### src/rtl/down_counter_timer_if.sv
// Load handshake and status bundle for down_counter_timer.
// The slave modport is the timer; the master modport is whoever drives it.
interface down_counter_timer_if #(
  parameter int unsigned MAX_VALUE = 255
);
  localparam int unsigned COUNTER_WIDTH = $clog2(MAX_VALUE + 1);

  logic                     load_valid_i;
  logic                     load_ready_o;
  logic [COUNTER_WIDTH-1:0] load_value_i;
  logic                     reload_i;
  logic                     enable_i;
  logic                     abort_i;
  logic [COUNTER_WIDTH-1:0] value_o;
  logic                     busy_o;
  logic                     done_o;

  modport slave (
    input  load_valid_i, load_value_i, reload_i, enable_i, abort_i,
    output load_ready_o, value_o, busy_o, done_o
  );

  modport master (
    output load_valid_i, load_value_i, reload_i, enable_i, abort_i,
    input  load_ready_o, value_o, busy_o, done_o
  );
endinterface

### src/rtl/down_counter_timer.sv
// Loadable down-counter/timer with one-shot or auto-reload operation and a
// registered one-cycle done pulse at terminal count.
module down_counter_timer #(
  parameter int unsigned MAX_VALUE = 255
) (
  input  logic                 clk_i,
  input  logic                 s_rst_i,
  down_counter_timer_if.slave  bus
);
  localparam int unsigned COUNTER_WIDTH = $clog2(MAX_VALUE + 1);
  localparam logic [COUNTER_WIDTH-1:0] MAX_COUNT = COUNTER_WIDTH'(MAX_VALUE);
  localparam logic [COUNTER_WIDTH-1:0] ONE       = COUNTER_WIDTH'(1);

  typedef enum logic {IDLE, RUN} state_t;

  state_t                   state;
  logic [COUNTER_WIDTH-1:0] value;
  logic [COUNTER_WIDTH-1:0] reload_value;
  logic                     auto_reload;
  logic                     busy;
  logic                     done;
  logic                     load_ready;
  logic [COUNTER_WIDTH-1:0] load_clamped;

  // Oversize requests saturate to MAX_VALUE rather than wrapping.
  always_comb begin
    load_clamped = bus.load_value_i;
    if (bus.load_value_i > MAX_COUNT) load_clamped = MAX_COUNT;
  end

  always_ff @(posedge clk_i) begin
    if (s_rst_i) begin
      state        <= IDLE;
      value        <= '0;
      reload_value <= '0;
      auto_reload  <= 1'b0;
      busy         <= 1'b0;
      done         <= 1'b0;
      load_ready   <= 1'b1;
    end else begin
      done <= 1'b0;
      case (state)
        IDLE: begin
          if (bus.load_valid_i && load_ready) begin
            value        <= load_clamped;
            reload_value <= load_clamped;
            auto_reload  <= bus.reload_i;
            if (load_clamped != '0) begin
              state      <= RUN;
              busy       <= 1'b1;
              load_ready <= 1'b0;
            end else begin
              done <= 1'b1;
            end
          end
        end
        RUN: begin
          // Abort wins over a coincident terminal edge, so no done pulse.
          if (bus.abort_i) begin
            state      <= IDLE;
            value      <= '0;
            busy       <= 1'b0;
            load_ready <= 1'b1;
          end else if (bus.enable_i) begin
            if (value == ONE) begin
              done <= 1'b1;
              if (auto_reload) begin
                value <= reload_value;
              end else begin
                value      <= '0;
                state      <= IDLE;
                busy       <= 1'b0;
                load_ready <= 1'b1;
              end
            end else begin
              value <= value - ONE;
            end
          end
        end
        default: begin
          state      <= IDLE;
          value      <= '0;
          busy       <= 1'b0;
          load_ready <= 1'b1;
        end
      endcase
    end
  end

  assign bus.value_o      = value;
  assign bus.busy_o       = busy;
  assign bus.done_o       = done;
  assign bus.load_ready_o = load_ready;
endmodule
### src/flat_wrapper.sv
// flat-port wrapper written by rule: the top's interface ports become plain ports
module down_counter_timer_flat 
#(
  parameter int unsigned MAX_VALUE = 255
)
  (clk_i, s_rst_i, bus_load_valid_i, bus_load_value_i, bus_reload_i, bus_enable_i, bus_abort_i, bus_load_ready_o, bus_value_o, bus_busy_o, bus_done_o);
  down_counter_timer_if #(.MAX_VALUE(MAX_VALUE)) bus_i ();
  input  logic clk_i;
  input  logic s_rst_i;
  input wire logic [$bits(bus_i.load_valid_i)-1:0] bus_load_valid_i;
  input wire logic [$bits(bus_i.load_value_i)-1:0] bus_load_value_i;
  input wire logic [$bits(bus_i.reload_i)-1:0] bus_reload_i;
  input wire logic [$bits(bus_i.enable_i)-1:0] bus_enable_i;
  input wire logic [$bits(bus_i.abort_i)-1:0] bus_abort_i;
  output wire logic [$bits(bus_i.load_ready_o)-1:0] bus_load_ready_o;
  output wire logic [$bits(bus_i.value_o)-1:0] bus_value_o;
  output wire logic [$bits(bus_i.busy_o)-1:0] bus_busy_o;
  output wire logic [$bits(bus_i.done_o)-1:0] bus_done_o;
  assign bus_i.load_valid_i = bus_load_valid_i;
  assign bus_i.load_value_i = bus_load_value_i;
  assign bus_i.reload_i = bus_reload_i;
  assign bus_i.enable_i = bus_enable_i;
  assign bus_i.abort_i = bus_abort_i;
  assign bus_load_ready_o = bus_i.load_ready_o;
  assign bus_value_o = bus_i.value_o;
  assign bus_busy_o = bus_i.busy_o;
  assign bus_done_o = bus_i.done_o;
  down_counter_timer #(.MAX_VALUE(MAX_VALUE)) u_core (.clk_i(clk_i), .s_rst_i(s_rst_i), .bus(bus_i));
endmodule
### config.mk
export PLATFORM = sky130hd
export DESIGN_NAME = down_counter_timer_flat
export DESIGN_NICKNAME = d
export VERILOG_FILES = /design/src/rtl/down_counter_timer_if.sv /design/src/rtl/down_counter_timer.sv /design/src/flat_wrapper.sv
export SDC_FILE = /design/constraint.sdc
export NUM_CORES = 1
export LEC_CHECK = 0
export ABC_CLOCK_PERIOD_IN_PS = 2300
export CAP_MARGIN = 30
export CORE_MARGIN = 3
export CORE_UTILIZATION = 45
export DETAILED_ROUTE_END_ITERATION = 7
export PLACE_DENSITY = 0.72
export SLEW_MARGIN = 20
export SYNTH_ARGS = -nofsm -noshare
export SYNTH_HDL_FRONTEND = slang
export SYNTH_SLANG_ARGS = --single-unit
### constraint.sdc
create_clock -name clk_i -period 2.3 [get_ports clk_i]
set_input_delay 0.69 -clock clk_i [delete_from_list [all_inputs] [get_ports clk_i]]
set_output_delay 0.69 -clock clk_i [all_outputs]
set_load 0.02 [all_outputs]
* After elaboration in Yosys (flattened, before gate mapping) *
Index checks and enable logic that the tools add are counted.
W data, S select, Z words.

storage, ports and cells
  register bits = 21
  bits of input ports = 14
  output and inout bits = 11

cells by class
  equality and inequality tests = 6
  add/sub/neg operators = 1
  order comparisons = 1
  mux-type cells = 34
  bitwise logic cells = 1
  reductions and logical operators = 5

operators with widths
  operator               count
  $mux W8                6
  $mux W1                23
  $pmux W8 S2            1
  $ne A3 B3 Y1 const B   3
  $eq A8 B1 Y1 const B   1
  $gt A8 B8 Y1 const B   1
  $pmux W1 S2            4
  $reduce_bool A8 Y1     1
  $sub A8 B1 Y8 const B  1
  $reduce_and A5 Y1      1
  $ne A2 B1 Y1 const B   2
  $reduce_and A2 Y1      2
  $logic_and A1 B1 Y1    1
  $not A1 Y1             1

* Depth between registers and ports, before layout *
Gate-level depths: netlist (run 1).

  depth after elaboration = 6
  depth in mapped cells = 7

* Least setup slack after synthesis (run 1) *
Ideal clock, no wire load.

  path type = in2reg
  start = input port bus_load_value_i[3]
  end = register u_core.state
  setup time = 0.122 ns
  stages = 4
  buffers on the path = 0
  setup slack = 0.419 ns
  arrival time = 1.759 ns
  path through = or4_1 nor2_1 nor2_1 o311a_1

between the ends
  word-level cells in the longest chain between the ends = 6

RTL lines
  item                  line                      source
  from (decl)           flat_wrapper.sv:11        input wire logic [$bits(bus_i.load_value_i)-1:0] bus_load_value_i;
  $gt A8 B8 Y1          down_counter_timer.sv:28  if (bus.load_value_i > MAX_COUNT) load_clamped = MAX_COUNT;
  $mux W8 *             down_counter_timer.sv:28
  $reduce_bool A8 Y1 *  down_counter_timer.sv:48  if (load_clamped != '0) begin
  $mux W1 *             down_counter_timer.sv:48
  $mux W1 *             down_counter_timer.sv:44  if (bus.load_valid_i && load_ready) begin
  $pmux W1 S2 *         down_counter_timer.sv:42  case (state)
  to (signal assigned)  down_counter_timer.sv:49  state <= RUN;
  to (signal assigned)  down_counter_timer.sv:60  state <= IDLE;
  to (signal assigned)  down_counter_timer.sv:71  state <= IDLE;
  to (decl)             down_counter_timer.sv:16  state_t state;

Mark *: on every way between the ends. The rest lies on a longest branch, timed or not.
A chain may end at the register's enable or synchronous reset.

* Final worst setup path (run 1) *
  start = register u_core.value[2] (netlist: u_core.bus.value_o[2])
  end = output port bus_value_o[2]

RTL lines
  item                    line                      source
  from (decl)             down_counter_timer.sv:17  logic [COUNTER_WIDTH-1:0] value;
  from (signal assigned)  down_counter_timer.sv:45  value <= load_clamped;
  from (signal assigned)  down_counter_timer.sv:68  value <= reload_value;
  from (signal assigned)  down_counter_timer.sv:76  value <= value - ONE;
  to (decl)               flat_wrapper.sv:16        output wire logic [$bits(bus_i.value_o)-1:0] bus_value_o;

No word-level cell between the ends.

==> results.ini, run 1 <==
[status]
status = finished, final reports clean

[logic_synthesis]
synth_edf_count = 0
synth_flop_cell = dfxtp_1
syn_nets = 158
ys_async_sr_fraction = 0
yosysSeqAreaShare = 0.364
synth.top_cell.area_share = 0.364
synthCells = 142
netlist-cell-type-count = 39
avgSynthCellArea_sq_um = 8.12
synth_warnings = 0
yosysTopAreaCell = dfxtp_1
synth_area_sq_um = 1150
netlist_top_cells_area = dfxtp_1 (36%), nand2_1 (7.5%), a21oi_1 (5.2%)
ys_seq_elements = 21

[die]
initial_core_util = 0.498
io-pin-count = 25
die_area_sq_um = 3210
coreArea_sq_um = 2320
die_x_microns = 56.6
die_h_microns = 56.6
rows = 17

[critical_path]
crit_slowest_cell = clkdlybuf4s50_1
crit_chain = clkdlybuf4s50_1
critPathMaxStageDelay_ns = 0.67
cp.arrival_ns = 1.49
start_kind = register
worstPathRequired_ns = 1.61
rr_worst_depth = 6
cp_num_buf_inv = 1
rrSetupSlack_ns = 0.53
r2r_start = u_core.bus.value_o[1]
crit_fanout = 7
path_class = reg2out
end_kind = output port
r2r_end = u_core.bus.value_o[1]
crit_family = buffers and inverters

[timing]
fmax_mhz = 458
relSlewSlack = 0.568
setup_viol = 0
tightestPinTransition_ns = 0.642
layout_min_cycle_time_ns = 2.18
min_period_over_period = 0.950
rsz0062_at_grt = false
maxSlewViolCount = 0
skew_ns = 0.00104
hold_violations = 0

[finish]
n_fill_cell = 215
syn2layout_area_growth_pct = 32.3
fin_nets = 196
drive_gt1_frac = 0.151
diodes = 0
final_common_cell = clkdlybuf4s50_1
final_core_util = 0.658
final_area_sq_um = 1530
final_cell_mix = clkdlybuf4s50_1 (24), nand2_1 (23), dfxtp_1 (21)

[clock_tree]
clk_latency_ns = 0.31
ctsResizeCount = 0
cts_root_buf = clkbuf_4
cts_hold_buf = 0
cts.sinks = 21
post_cts_buffers = 0
path_clk_slew_ns = 0.12
cts_made_buffers = 3
cts_tree = built
htree_levels = 1
cts.path.max_buffers = 2

[drt]
wl_microns = 2840
route.antenna.remaining_nets = 0
drt_iter0_drc = 23
viasPerCell = 5.71
dr.pass1.iters = 4
drc = 0
wl_per_cell_microns = 13.7
vias = 1182

[hold_path]
worstHoldPathCells = 2
hold_end = u_core.reload_value[4]
hold_class = reg2reg
holdCritStartpoint = u_core.reload_value[4]

[placement]
portBuffers = 24
place_congestion = 0.786
placed_area_sq_um = 1500
hpwl_microns = 2210

[global_route]
antenna_found_initial = 0
grt_max_degree = 14
grt-ovfl-total = 0
grt_usage = 0.188
grt_pass1_vias = 1070
grt_pass1_wl_microns = 4860

[power_and_ir_drop]
leakagePower_uw = 0.000564
power.density_nw_per_um2 = 627
ir_worst_vdd_v = 0.000393

[job]
maxCapViolations = 0

==> how the worst max path moves through the flow <==
| stage | start | endpoint | slack (ns) | depth (start not counted) |
|---|---|---|---|---|
| after floorplan | bus_load_value_i[3] | u_core.state | 0.42 | 4 |
| after global placement | bus_load_value_i[3] | u_core.state | 0.02 | 5 |
| after detailed placement | bus_load_value_i[3] | u_core.state | -0.02 | 5 |
| after CTS | u_core.bus.value_o[2] | bus_value_o[2] | 0.11 | 1 |
| after global routing | u_core.bus.value_o[2] | bus_value_o[2] | 0.06 | 1 |
| final | u_core.bus.value_o[2] | bus_value_o[2] | 0.12 | 1 |
==> cells by family after synthesis <==
family	count (synthesis)	share of synthesized area
AND/OR/NAND/NOR	63	0.284
AO/OA/AOI/OAI	41	0.247
flip-flops	21	0.364
buffers and inverters	12	0.0586
XOR/XNOR	2	0.0152
adder cells (fa/ha/maj)	2	0.0217
multiplexers	1	0.00868
==> metal layers <==
| layer | wire [microns] | up-vias | GRT usage |
|---|---|---|---|
| met4 | 27 | 0 | 0.0712 |
| met1 | 1410 | 550 | 0.264 |
| met2 | 1250 | 31 | 0.290 |
| met5 | 0 | - | 0 |
| met3 | 158 | 4 | 0.0230 |
| li1 | - | 597 | - |
==> where the power goes <==
group          total, uW  leakage (uW)  switching (uW)  internal (uW)
clock                186     0.0000150             118           67.8
sequential           444      0.000173            44.4            399
combinational        327      0.000376             166            161
==> cell usage after synthesis, types with 3 or more instances <==
library cell,instances
nand2_1,23
dfxtp_1,21
nor2_1,14
a21oi_1,12
o21ai_0,11
nand4_1,7
inv_1,5
a311oi_1,4
clkbuf_1,4
a311oi_2,3
==> flip-flops by register name, indices dropped and copies added (netlist names) <==
name and cells:
u_core.bus.value_o 8, u_core.reload_value 8, u_core.auto_reload 1, u_core.bus.busy_o 1, u_core.bus.done_o 1, u_core.bus.load_ready_o 1, u_core.state 1
==> tightest hold or removal path, stage by stage (launching register included) <==
cell and delay [ns]:
dfxtp_1 0.33, nand2_1 0.05, a21oi_1 0.05
==> layout make-up <==
class / instances / area (sq um) / share of cell area
clock buffers: 4 / 26.3 / 0.0172
inverters: 5 / 18.8 / 0.0123
multi-input cells: 109 / 666 / 0.436
flip-flops and latches: 21 / 420 / 0.275
well taps: 28 / 35.0 / 0.0230
repair buffers: 40 / 360 / 0.236
==> per-stage QoR <==
step	setup WS [ns]	total power (uW)	std cells	hold slack, ns	setup TNS (ns)
after floorplan	0.419	644	142	0.437	0
after global placement	0.0200	770	203	0.446	0
after detailed placement	-0.0167	777	203	0.454	-0.0167
after CTS	0.110	959	207	0.474	0
after global routing	0.0579	1010	207	0.489	0
final	0.116	957	207	0.471	0
No activity file was read; power rests on OpenSTA's default activity.
==> run 2: changes to the inputs <==
- CORE_MARGIN: 3 -> 4
- TNS_END_PERCENT: not set -> 50
==> results.ini, run 2 (same netlist as run 1, synthesis figures left out) <==
[clock_tree]
clk_latency_ns = 0.32
htree_levels = 1
post_cts_buffers = 0
cts.path.max_buffers = 2
cts_hold_buf = 0
path_clk_slew_ns = 0.12
cts_root_buf = clkbuf_4
ctsResizeCount = 0
cts_made_buffers = 3
cts_tree = built
cts.sinks = 21

[timing]
min_period_over_period = 0.954
tightestPinTransition_ns = 0.626
hold_ws_ns = 0.468
skew_ns = 0.00320
relSlewSlack = 0.579
layout_min_cycle_time_ns = 2.20
setup_viol = 0
fmax_mhz = 456
rsz0062_at_grt = false
maxSlewViolCount = 0
hold_violations = 0
finalWorstSetupSlack_ns = 0.105

[critical_path]
critPathMaxStageDelay_ns = 0.67
r2r_start = u_core.bus.value_o[1]
rrSetupSlack_ns = 0.55
path_class = reg2out
crit_start = u_core.bus.value_o[2]
worstPathRequired_ns = 1.61
rr_worst_depth = 6
crit_fanout = 7
cp.arrival_ns = 1.51
crit_cells = 1
r2r_end = u_core.bus.value_o[1]
start_kind = register
crit_chain = clkdlybuf4s50_1
endpoint = bus_value_o[2]
crit_family = buffers and inverters
cp_num_buf_inv = 1
end_kind = output port
crit_slowest_cell = clkdlybuf4s50_1

[finish]
syn2layout_area_growth_pct = 32.0
diodes = 0
final_common_cell = clkdlybuf4s50_1
final_cells = 208
n_fill_cell = 232
final_core_util = 0.620
drive_gt1_frac = 0.152
final_cell_mix = clkdlybuf4s50_1 (24), nand2_1 (23), dfxtp_1 (21)
fin_nets = 195

[global_route]
grt_pass1_wl_microns = 5200
grt-ovfl-total = 0
grt_usage = 0.193
grt_max_degree = 14
antenna_found_initial = 0
grt_pass1_vias = 1136

[drt]
dr.pass1.iters = 4
viasPerCell = 5.67
drt_iter0_drc = 54
vias = 1180
wl_per_cell_microns = 14.7
drc = 0
wl_microns = 3060
route.antenna.remaining_nets = 0

[die]
die_x_microns = 58.6
die_h_microns = 58.6
die_area_sq_um = 3440
io-pin-count = 25
rows = 18
coreArea_sq_um = 2450
initial_core_util = 0.470

[hold_path]
hold_class = reg2reg

[placement]
place_inst = 204
place_congestion = 0.833
portBuffers = 24
hpwl_microns = 2320
pre_cts_ws_ns = -0.0170

[power_and_ir_drop]
ir_worst_vdd_v = 0.000444
power.density_nw_per_um2 = 630
leakagePower_uw = 0.000562

[status]
status = finished, final reports clean

[job]
maxCapViolations = 0

[run 2: layout make-up]
type / count / area, sq um / share of cell area
clock buffers: 3 / 22.5 / 0.0148
well taps: 30 / 37.5 / 0.0247
clock inverters: 1 / 5.00 / 0.00329
inverters: 5 / 18.8 / 0.0123
multi-input cells: 109 / 666 / 0.437
repair buffers: 39 / 353 / 0.232
flip-flops and latches: 21 / 420 / 0.276
[run 2: power breakdown]
| group | total, uW | internal (uW) | leakage (uW) | switching, uW |
|---|---|---|---|---|
| Sequential | 444 | 399 | 0.000173 | 45.2 |
| Combinational | 324 | 159 | 0.000371 | 165 |
| Clock | 191 | 65.2 | 0.0000177 | 126 |
| Total | 959 | 624 | 0.000562 | 336 |
[run 2: metal layers]
layer,vias up,wire (microns),share of wire,GRT usage
li1,591,-,-,-
met1,544,1360,0.45,0.253
met2,38,1470,0.48,0.324
met3,7,177,0.058,0.0351
met4,0,49,0.016,0.0583
met5,-,0,0,0
[run 2: worst min-delay path by stage]
stage,start,cells after the start,to
after floorplan,u_core.reload_value[5],2,u_core.reload_value[5]
after global placement,u_core.reload_value[0],2,u_core.reload_value[0]
after detailed placement,u_core.reload_value[0],2,u_core.reload_value[0]
after CTS,u_core.reload_value[0],2,u_core.reload_value[0]
after global routing,u_core.reload_value[7],2,u_core.reload_value[7]
final,u_core.reload_value[0],2,u_core.reload_value[0]
[run 2: through the flow]
stage	power (uW)	instance area, sq um	TNS [ns]
finish	959	1520	0
global route	1020	1520	0
CTS	957	1520	0
detailed placement	775	1500	-0.0170
global placement	765	1500	0
floorplan	644	1150	0
